File: config.mk
export PLATFORM = sky130hd
export DESIGN_NAME = sample_clock_gen
export DESIGN_NICKNAME = d
export VERILOG_FILES = /design/src/rtl/sample_clock_gen.sv
export SDC_FILE = /design/constraint.sdc
export NUM_CORES = 1
export LEC_CHECK = 0
export CAP_MARGIN = 30
export CORE_ASPECT_RATIO = 2
export CORE_MARGIN = 4
export CORE_UTILIZATION = 40
export DETAILED_ROUTE_END_ITERATION = 10
export PLACE_DENSITY_LB_ADDON = 0.3
export SYNTH_ARGS = -nofsm -noshare
export SYNTH_HDL_FRONTEND = slang
export SYNTH_SLANG_ARGS = --single-unit
File: constraint.sdc
create_clock -name clk -period 2.6 [get_ports clk]
set_input_delay 0.78 -clock clk [delete_from_list [all_inputs] [get_ports clk]]
set_output_delay 0.78 -clock clk [all_outputs]
set_load 0.01 [all_outputs]
File: src/rtl/sample_clock_gen.sv
// sample_clock_gen: N-channel fractional phase-accumulator sample-rate generator.
// Optional LFSR dither on the accumulator LSB when SAMPLE_CLOCK_DITHER_EN is defined.
module sample_clock_gen #(
    parameter int          NCHAN   = 2,
    parameter int          ACC_W   = 24,
    parameter logic [31:0] DEF_INC = 32'h000400
) (
    input  logic                                      clk,
    input  logic                                      rst,
    input  logic                                      inc_wr,
    input  logic [(NCHAN > 1 ? $clog2(NCHAN) : 1)-1:0] inc_sel,
    input  logic [ACC_W-1:0]                          inc_data,
    input  logic                                      en_wr,
    input  logic                                      en_data,
    input  logic                                      sync,
    output logic [NCHAN-1:0]                          sample_tick,
    output logic [NCHAN-1:0]                          sample_clock,
    output logic [NCHAN*ACC_W-1:0]                    phase
);
    localparam int SW = NCHAN > 1 ? $clog2(NCHAN) : 1;
    logic [NCHAN-1:0][ACC_W-1:0] acc;
    logic [NCHAN-1:0][ACC_W-1:0] inc;
    logic [NCHAN-1:0][ACC_W:0]   sum;
    logic [NCHAN-1:0]            en;
    logic [NCHAN-1:0]            dith;
    assign phase = acc;
`ifdef SAMPLE_CLOCK_DITHER_EN
    logic [15:0] lfsr;
    // Galois LFSR, taps 16,14,13,11, shifting right
    always_ff @(posedge clk)
        lfsr <= rst ? 16'hACE1 : {1'b0, lfsr[15:1]} ^ (lfsr[0] ? 16'hB400 : 16'h0000);
    always_comb
        for (int k = 0; k < NCHAN; k++)
            dith[k] = lfsr[k % 16];
`else
    assign dith = '0;
`endif
    always_comb
        for (int k = 0; k < NCHAN; k++)
            sum[k] = {1'b0, acc[k]} + {1'b0, inc[k]} + {{ACC_W{1'b0}}, dith[k]};
    always_ff @(posedge clk) begin
        if (rst) begin
            for (int k = 0; k < NCHAN; k++) begin
                acc[k] <= '0;
                inc[k] <= DEF_INC[ACC_W-1:0];
            end
            en           <= '1;
            sample_tick  <= '0;
            sample_clock <= '0;
        end else begin
            for (int k = 0; k < NCHAN; k++) begin
                if (sync) begin
                    acc[k]          <= '0;
                    sample_tick[k]  <= 1'b0;
                    sample_clock[k] <= 1'b0;
                end else if (en[k]) begin
                    acc[k]          <= sum[k][ACC_W-1:0];
                    sample_tick[k]  <= sum[k][ACC_W];
                    sample_clock[k] <= sum[k][ACC_W-1];
                end else begin
                    sample_tick[k]  <= 1'b0;
                end
                // out-of-range selects match no channel, so such writes drop
                if (inc_wr && inc_sel == SW'(k))
                    inc[k] <= inc_data;
                if (en_wr && inc_sel == SW'(k))
                    en[k] <= en_data;
            end
        end
    end
endmodule

==> impl_metrics.ini, run 1 <==
[synthesis]
synth_edf_count = 0
ys_types = 67
synth.net_count = 810
yosysWarnings = 0
ys_seq_elements = 100
synth_ff_type = dfxtp_1
avgSynthCellArea_um2 = 8.116
synthesis.area_um2 = 5917
synthCells = 729
synth-async-reset-ratio_pct = 0
yosysSeqAreaShare_pct = 33.83

[drt]
drc_errors = 0
vias = 5486
drt_iter0_markers = 179
finalWirelength_um = 15990
wl_per_cell_um = 15.86
drtAntennaViolNets = 0
vias_per_cell = 5.442
dr.pass1.iters = 4

[sta]
post-route-min-period_ps = 2504
finalSetupViolations = 0
slew_violations = 0
final-hold-violation-count = 0
fin_crit_sh_pct = 96.31
worst_pin_slew_ps = 536.0
whs_ps = 459.6
grt_setup_unrepaired = no
max_slew_margin_pct = 64.26
fmax_ghz = 0.3993
layout_setup_ws_ps = 95.92
worst_clock_skew_ps = 9.758

[cells_and_area]
n_fill_cell = 1435
diodes = 0
areaGrowthSynthToFinish_pct = 24.80
seq_area_um2 = 2002
final_area_um2 = 7385
nNetsFinal = 893
final_common_cell = nand2_1
multi_input_area_um2 = 3761
mostFrequentLayoutCells = 143 x nand2_1, 100 x dfxtp_1, 90 x a21oi_1, 81 x clkdlybuf4s50_1, 55 x nor2_1
final_layout_size_suffix_gt1_share_pct = 8.088

[clock_tree]
clock_latency_ps = 340
clock_path_buffers = 2
holdBufCountCts = 0
cts.sinks = 100
h-tree-depth = 3
cts_tree = done
numCtsBuffers = 9
clkSlewWorstSetupHoldPaths_ps = 70
root_buffer = clkbuf_16

[grt]
grt_pass1_wl_um = 26260
grt_max_degree = 51
antenna_found_initial = 0
track_usage_pct = 19.20
grt_overflow = 0
grt_pass1_vias = 5445

[run]
cap_violations = 0

[critical_path]
cp.required_ps = 2830
crit_arrival_ps = 2730
crit_path_end_kind = flop
crit_fanout = 3
crit_type = reg2reg
start_kind = flop

[floorplanning]
io_pins = 83
dieArea_um2 = 16920
start_util_pct = 41.01
core-area_um2 = 14430
die_w_um = 94
die_h_um = 180
rows = 62

[placed_design]
hpwl_um = 12560
placed_area_um2 = 7010
post-place-ws_ps = -30.66
gp_congestion = 0.9041
port_buffers = 82

[power_and_ir_drop]
p_leak_nw = 3.095
power.density_nw_per_um2 = 501.6
ir_drop_mv = 0.2941

[hold_path]
hold_class = reg2reg

[outcome]
status = finished clean
## stage by stage
stage | total power, mW | std cells | setup TNS (ps) | util [%]
2_1_floorplan | 1.988 | 729 | 0 | -
3_3_place_gp | 2.183 | 992 | -56.55 | 48.59
3_5_place_dp | 2.187 | 992 | -64.34 | 48.59
4_1_cts | 3.735 | 1007 | 0 | 50.98
5_1_grt | 3.858 | 1008 | 0 | 51.18
6_report | 3.704 | 1008 | 0 | 51.18
## sequential cells by signal (all words and copies together) (netlist names)
register      flops
sample_clock      2
phase            46
en                2
sample_tick       2
inc              48
## area by class of cell
type                            instances  share of cell area (%)
Clock buffer                           11                   3.287
Clock inverter                          4                   1.322
Inverter                                6                  0.3050
Multi-Input combinational cell        586                   50.93
Sequential cell                       100                   27.11
Tap cell                              192                   3.253
Timing Repair Buffer                  109                   13.79
## cell families (layout without fill, tap and decap cells)
logic type | Yosys count | count (layout) | share of synthesized area (%)
AOI/OAI and AO/OA | 215 | 215 | 23.51
xor gates and xnor gates | 36 | 36 | 5.329
adders and majority gates | 50 | 50 | 10.83
buffers and inverters | 43 | 130 | 3.087
DFF | 100 | 100 | 33.83
muxes | 24 | 24 | 4.081
and+or+nand+nor | 261 | 261 | 19.33
## critical path, stage by stage, from the launching register on
cell and delay (ps):
dfxtp_1 320, ha_2 200, fa_1 390, a21o_2 250, a311oi_2 220, o21ai_2 110
a2111o_1 410, a41oi_1 290, a21o_1 160, o21ai_1 50
## cell usage after synthesis, drive strengths merged, types with 2 or more instances
library cell / n / area share (%)
o211ai: 8 / 1.0
nand3b: 6 / 0.76
a22oi: 2 / 0.25
nor2b: 9 / 0.95
a311oi: 3 / 0.66
o221ai: 2 / 0.30
o41ai: 2 / 0.55
a21o: 22 / 2.8
o21ai: 37 / 3.3
ha: 48 / 10
a41oi: 2 / 0.42
a21oi: 91 / 7.8
a211o: 4 / 0.59
inv: 5 / 0.32
a31oi: 4 / 0.42
nor3: 8 / 0.76
o21bai: 3 / 0.38
and2: 4 / 0.42
nand4: 9 / 0.95
nand2: 143 / 9.1
a21boi: 3 / 0.38
nand3: 11 / 0.93
o211a: 2 / 0.34
o22ai: 3 / 0.32
nand4b: 2 / 0.30
clkbuf: 27 / 1.7
a2111o: 2 / 0.38
or2: 3 / 0.32
nor2: 55 / 3.5
a221oi: 2 / 0.40
a211oi: 13 / 1.7
mux2i: 23 / 3.9
xnor2: 20 / 3.0
o21a: 2 / 0.25
dfxtp: 100 / 34
nand2b: 3 / 0.32
fa: 2 / 0.68
buf: 10 / 0.99
nor3b: 2 / 0.25
a31o: 2 / 0.30
xor2: 16 / 2.4
## power by group
part	total [mW]	switching (mW)	internal, mW	leakage (nW)
logic	0.513	0.280	0.233	2.12
clock network	1.55	0.588	0.963	0.162
registers	1.64	0.0491	1.59	0.814
total	3.70	0.917	2.79	3.09
## layer usage
metal	vias to the layer above	GRT usage (%)	share of wire, %
met5	-	0	0
met4	0	8.912	4.1
met3	36	2.803	3.1
met2	120	35.32	54
met1	2557	20.92	39
li1	2773	-	-
## path summary, 6_finish.rpt
kind            start        end  slack [ps]  cells past startpoint
max          phase[0]  phase[20]         100                      9
min           inc[15]    inc[15]         460                      2
max reg2reg  phase[0]  phase[20]         100                      9
min reg2reg   inc[15]    inc[15]         460                      2
## what timing repair did
item | in CTS | in global routing
cloned | 0 | 0
pin swaps | 0 | 5
setup buffers | 0 | 1
endpoints found under the setup margin | 3 | 12
resized for setup | 1 | 4
(Power assumes the default switching activity.)
==> inputs of run 2 (changes only) <==
--- a/config.mk
+++ b/config.mk
@@ -5,10 +5,10 @@
 export SDC_FILE = /design/constraint.sdc
 export NUM_CORES = 1
 export LEC_CHECK = 0
-export CAP_MARGIN = 30
+export CAP_MARGIN = 25
 export CORE_ASPECT_RATIO = 2
 export CORE_MARGIN = 4
-export CORE_UTILIZATION = 40
+export CORE_UTILIZATION = 35
 export DETAILED_ROUTE_END_ITERATION = 10
 export PLACE_DENSITY_LB_ADDON = 0.3
 export SYNTH_ARGS = -nofsm -noshare
==> run 2 against run 1 <==
  * Register-to-register slack hardly changed
  * Wire length increased by 8.1%
  * Via count decreased by 0.46%
  * Count of clock-buffer cells in the layout stayed put
  * Highest routed layer unchanged
==> impl_metrics.ini, run 2 (same netlist as run 1, synthesis figures left out) <==
[drt]
dr.pass1.iters = 4
wl_per_cell_um = 16.84
drtAntennaViolNets = 0
drt_iter0_markers = 171
dr.max_layer_used = met4
finalWirelength_um = 17290
wl_met1_um = 6454
wl_met2_um = 9509
dr_wl_met3_um = 434
drc_errors = 0
vias_per_cell = 5.317
vias = 5461

[grt]
grt_max_degree = 38
antenna_found_initial = 0
track_usage_pct = 18.45
grt_pass1_wl_um = 27870
grt_overflow = 0
grt_pass1_vias = 5593

[sta]
final-hold-violation-count = 0
max_slew_margin_pct = 61.48
fmax_ghz = 0.3996
layout_setup_ws_ps = 97.58
whs_ps = 459.3
slew_violations = 0
worst_clock_skew_ps = 9.395
finalSetupViolations = 0
post-route-min-period_ps = 2502
worst_pin_slew_ps = 571.8
fin_crit_sh_pct = 96.25

[placed_design]
gp_congestion = 0.8890
post-place-ws_ps = 23.74
hpwl_um = 13700
placed_area_um2 = 7037
dpl.cell_count = 1008
port_buffers = 82

[power_and_ir_drop]
p_leak_nw = 3.099
netSwitchingFraction_pct = 26.32
ir_drop_mv = 0.2755
power.internal_mw = 2.623
clockPowerShare_pct = 39.3
p_total_mw = 3.560
power.switching_mw = 0.9369
power.density_nw_per_um2 = 479.0
combPwrFrac_pct = 14.5
p_seq_share_pct = 46.1

[cells_and_area]
final_common_cell = nand2_1
n_fill_cell = 1699
diodes = 0
areaGrowthSynthToFinish_pct = 25.61
final_layout_size_suffix_gt1_share_pct = 9.268
final_area_um2 = 7432
largest_register = inc
mostFrequentLayoutCells = 143 x nand2_1, 98 x dfxtp_1, 90 x a21oi_1, 81 x clkdlybuf4s50_1, 55 x nor2_1
largest_register_ffs = 48
layout.cells.non_filler = 1027
nNetsFinal = 896

[outcome]
status = finished clean

[critical_path]
reg2reg_to = phase[15]
crit_path_end_kind = flop
crit_end = phase[15]
reg2reg_from = phase[2]
r2r_slack_ps = 100
start_kind = flop
crit_arrival_ps = 2730
crit_fanout = 4
cp.required_ps = 2830
crit_type = reg2reg
r2r_cells = 8
worstSetupStartpoint = phase[2]

[floorplanning]
io_pins = 83
die_w_um = 99.94
die_h_um = 191.9
start_util_pct = 35.47
core-area_um2 = 16680
rows = 67
dieArea_um2 = 19180

[clock_tree]
numCtsBuffers = 9
root_buffer = clkbuf_16
clkSlewWorstSetupHoldPaths_ps = 70
holdBufCountCts = 0
h-tree-depth = 3
cts_tree = done
clock_path_buffers = 2
clock_latency_ps = 350
cts.sinks = 100

[hold_path]
hold_class = reg2reg
whs_path_depth = 2

[run]
cap_violations = 0
-- run 2: cell types whose count changed in the layout (fill, tap and decap cells not counted), sizes merged --
cell      delta
clkinvlp     +3
bufinv       -2
buf          +3
-- run 2: timing repair --
action,CTS,global route
gates resized for setup,0,16
setup endpoints to repair,0,10
buffers inserted,0,3
-- run 2: power by group through the flow --
stage	Combinational [mW]	Sequential (mW)	Clock, mW
2_1_floorplan	0.319	1.67	0
3_3_place_gp	0.513	1.68	0
3_5_place_dp	0.516	1.68	0
4_1_cts	0.519	1.64	1.45
5_1_grt	0.575	1.65	1.50
6_report	0.518	1.64	1.40
-- run 2: routing by layer --
layer / vias up / track usage [%]
met5: - / 0
met4: 0 / 10.63
met3: 44 / 2.581
met2: 109 / 34.97
met1: 2540 / 18.68
li1: 2768 / -
-- run 2: per-stage QoR --
stage | setup TNS (ps) | util [%]
CTS | 0 | 44.06
detailed placement | 0 | 42.18
finish | 0 | 44.55
global placement | 0 | 42.18
global route | -4.573 | 44.55
floorplan | 0 | -
-- run 2: critical path, cell delays in order, from the launching register on --
cell and delay (ps):
dfxtp_1 330, ha_1 360, o211a_1 250, a211o_1 300, a221oi_2 340, a21oi_2 170
a311oi_2 350, xor2_1 200, o21ai_1 80
-- run 2: how the worst min path moves through the flow --
stage | startpoint | endpoint | slack (ps)
3_5_place_dp | inc[45] | inc[45] | 450
2_1_floorplan | inc[0] | inc[0] | 440
5_1_grt | inc[32] | inc[32] | 490
6_report | inc[43] | inc[43] | 460
3_3_place_gp | inc[32] | inc[32] | 450
4_1_cts | inc[45] | inc[45] | 460
-- run 2: area by class of cell --
| type | instances | area, um^2 | share of cell area, % |
|---|---|---|---|
| Sequential cell | 100 | 2007 | 27.00 |
| Timing Repair Buffer | 112 | 1041 | 14.01 |
| Inverter | 6 | 22.52 | 0.3030 |
| Clock inverter | 5 | 60.06 | 0.8081 |
| Tap cell | 207 | 259.0 | 3.485 |
| Multi-Input combinational cell | 586 | 3790 | 50.99 |
| Clock buffer | 11 | 252.7 | 3.401 |
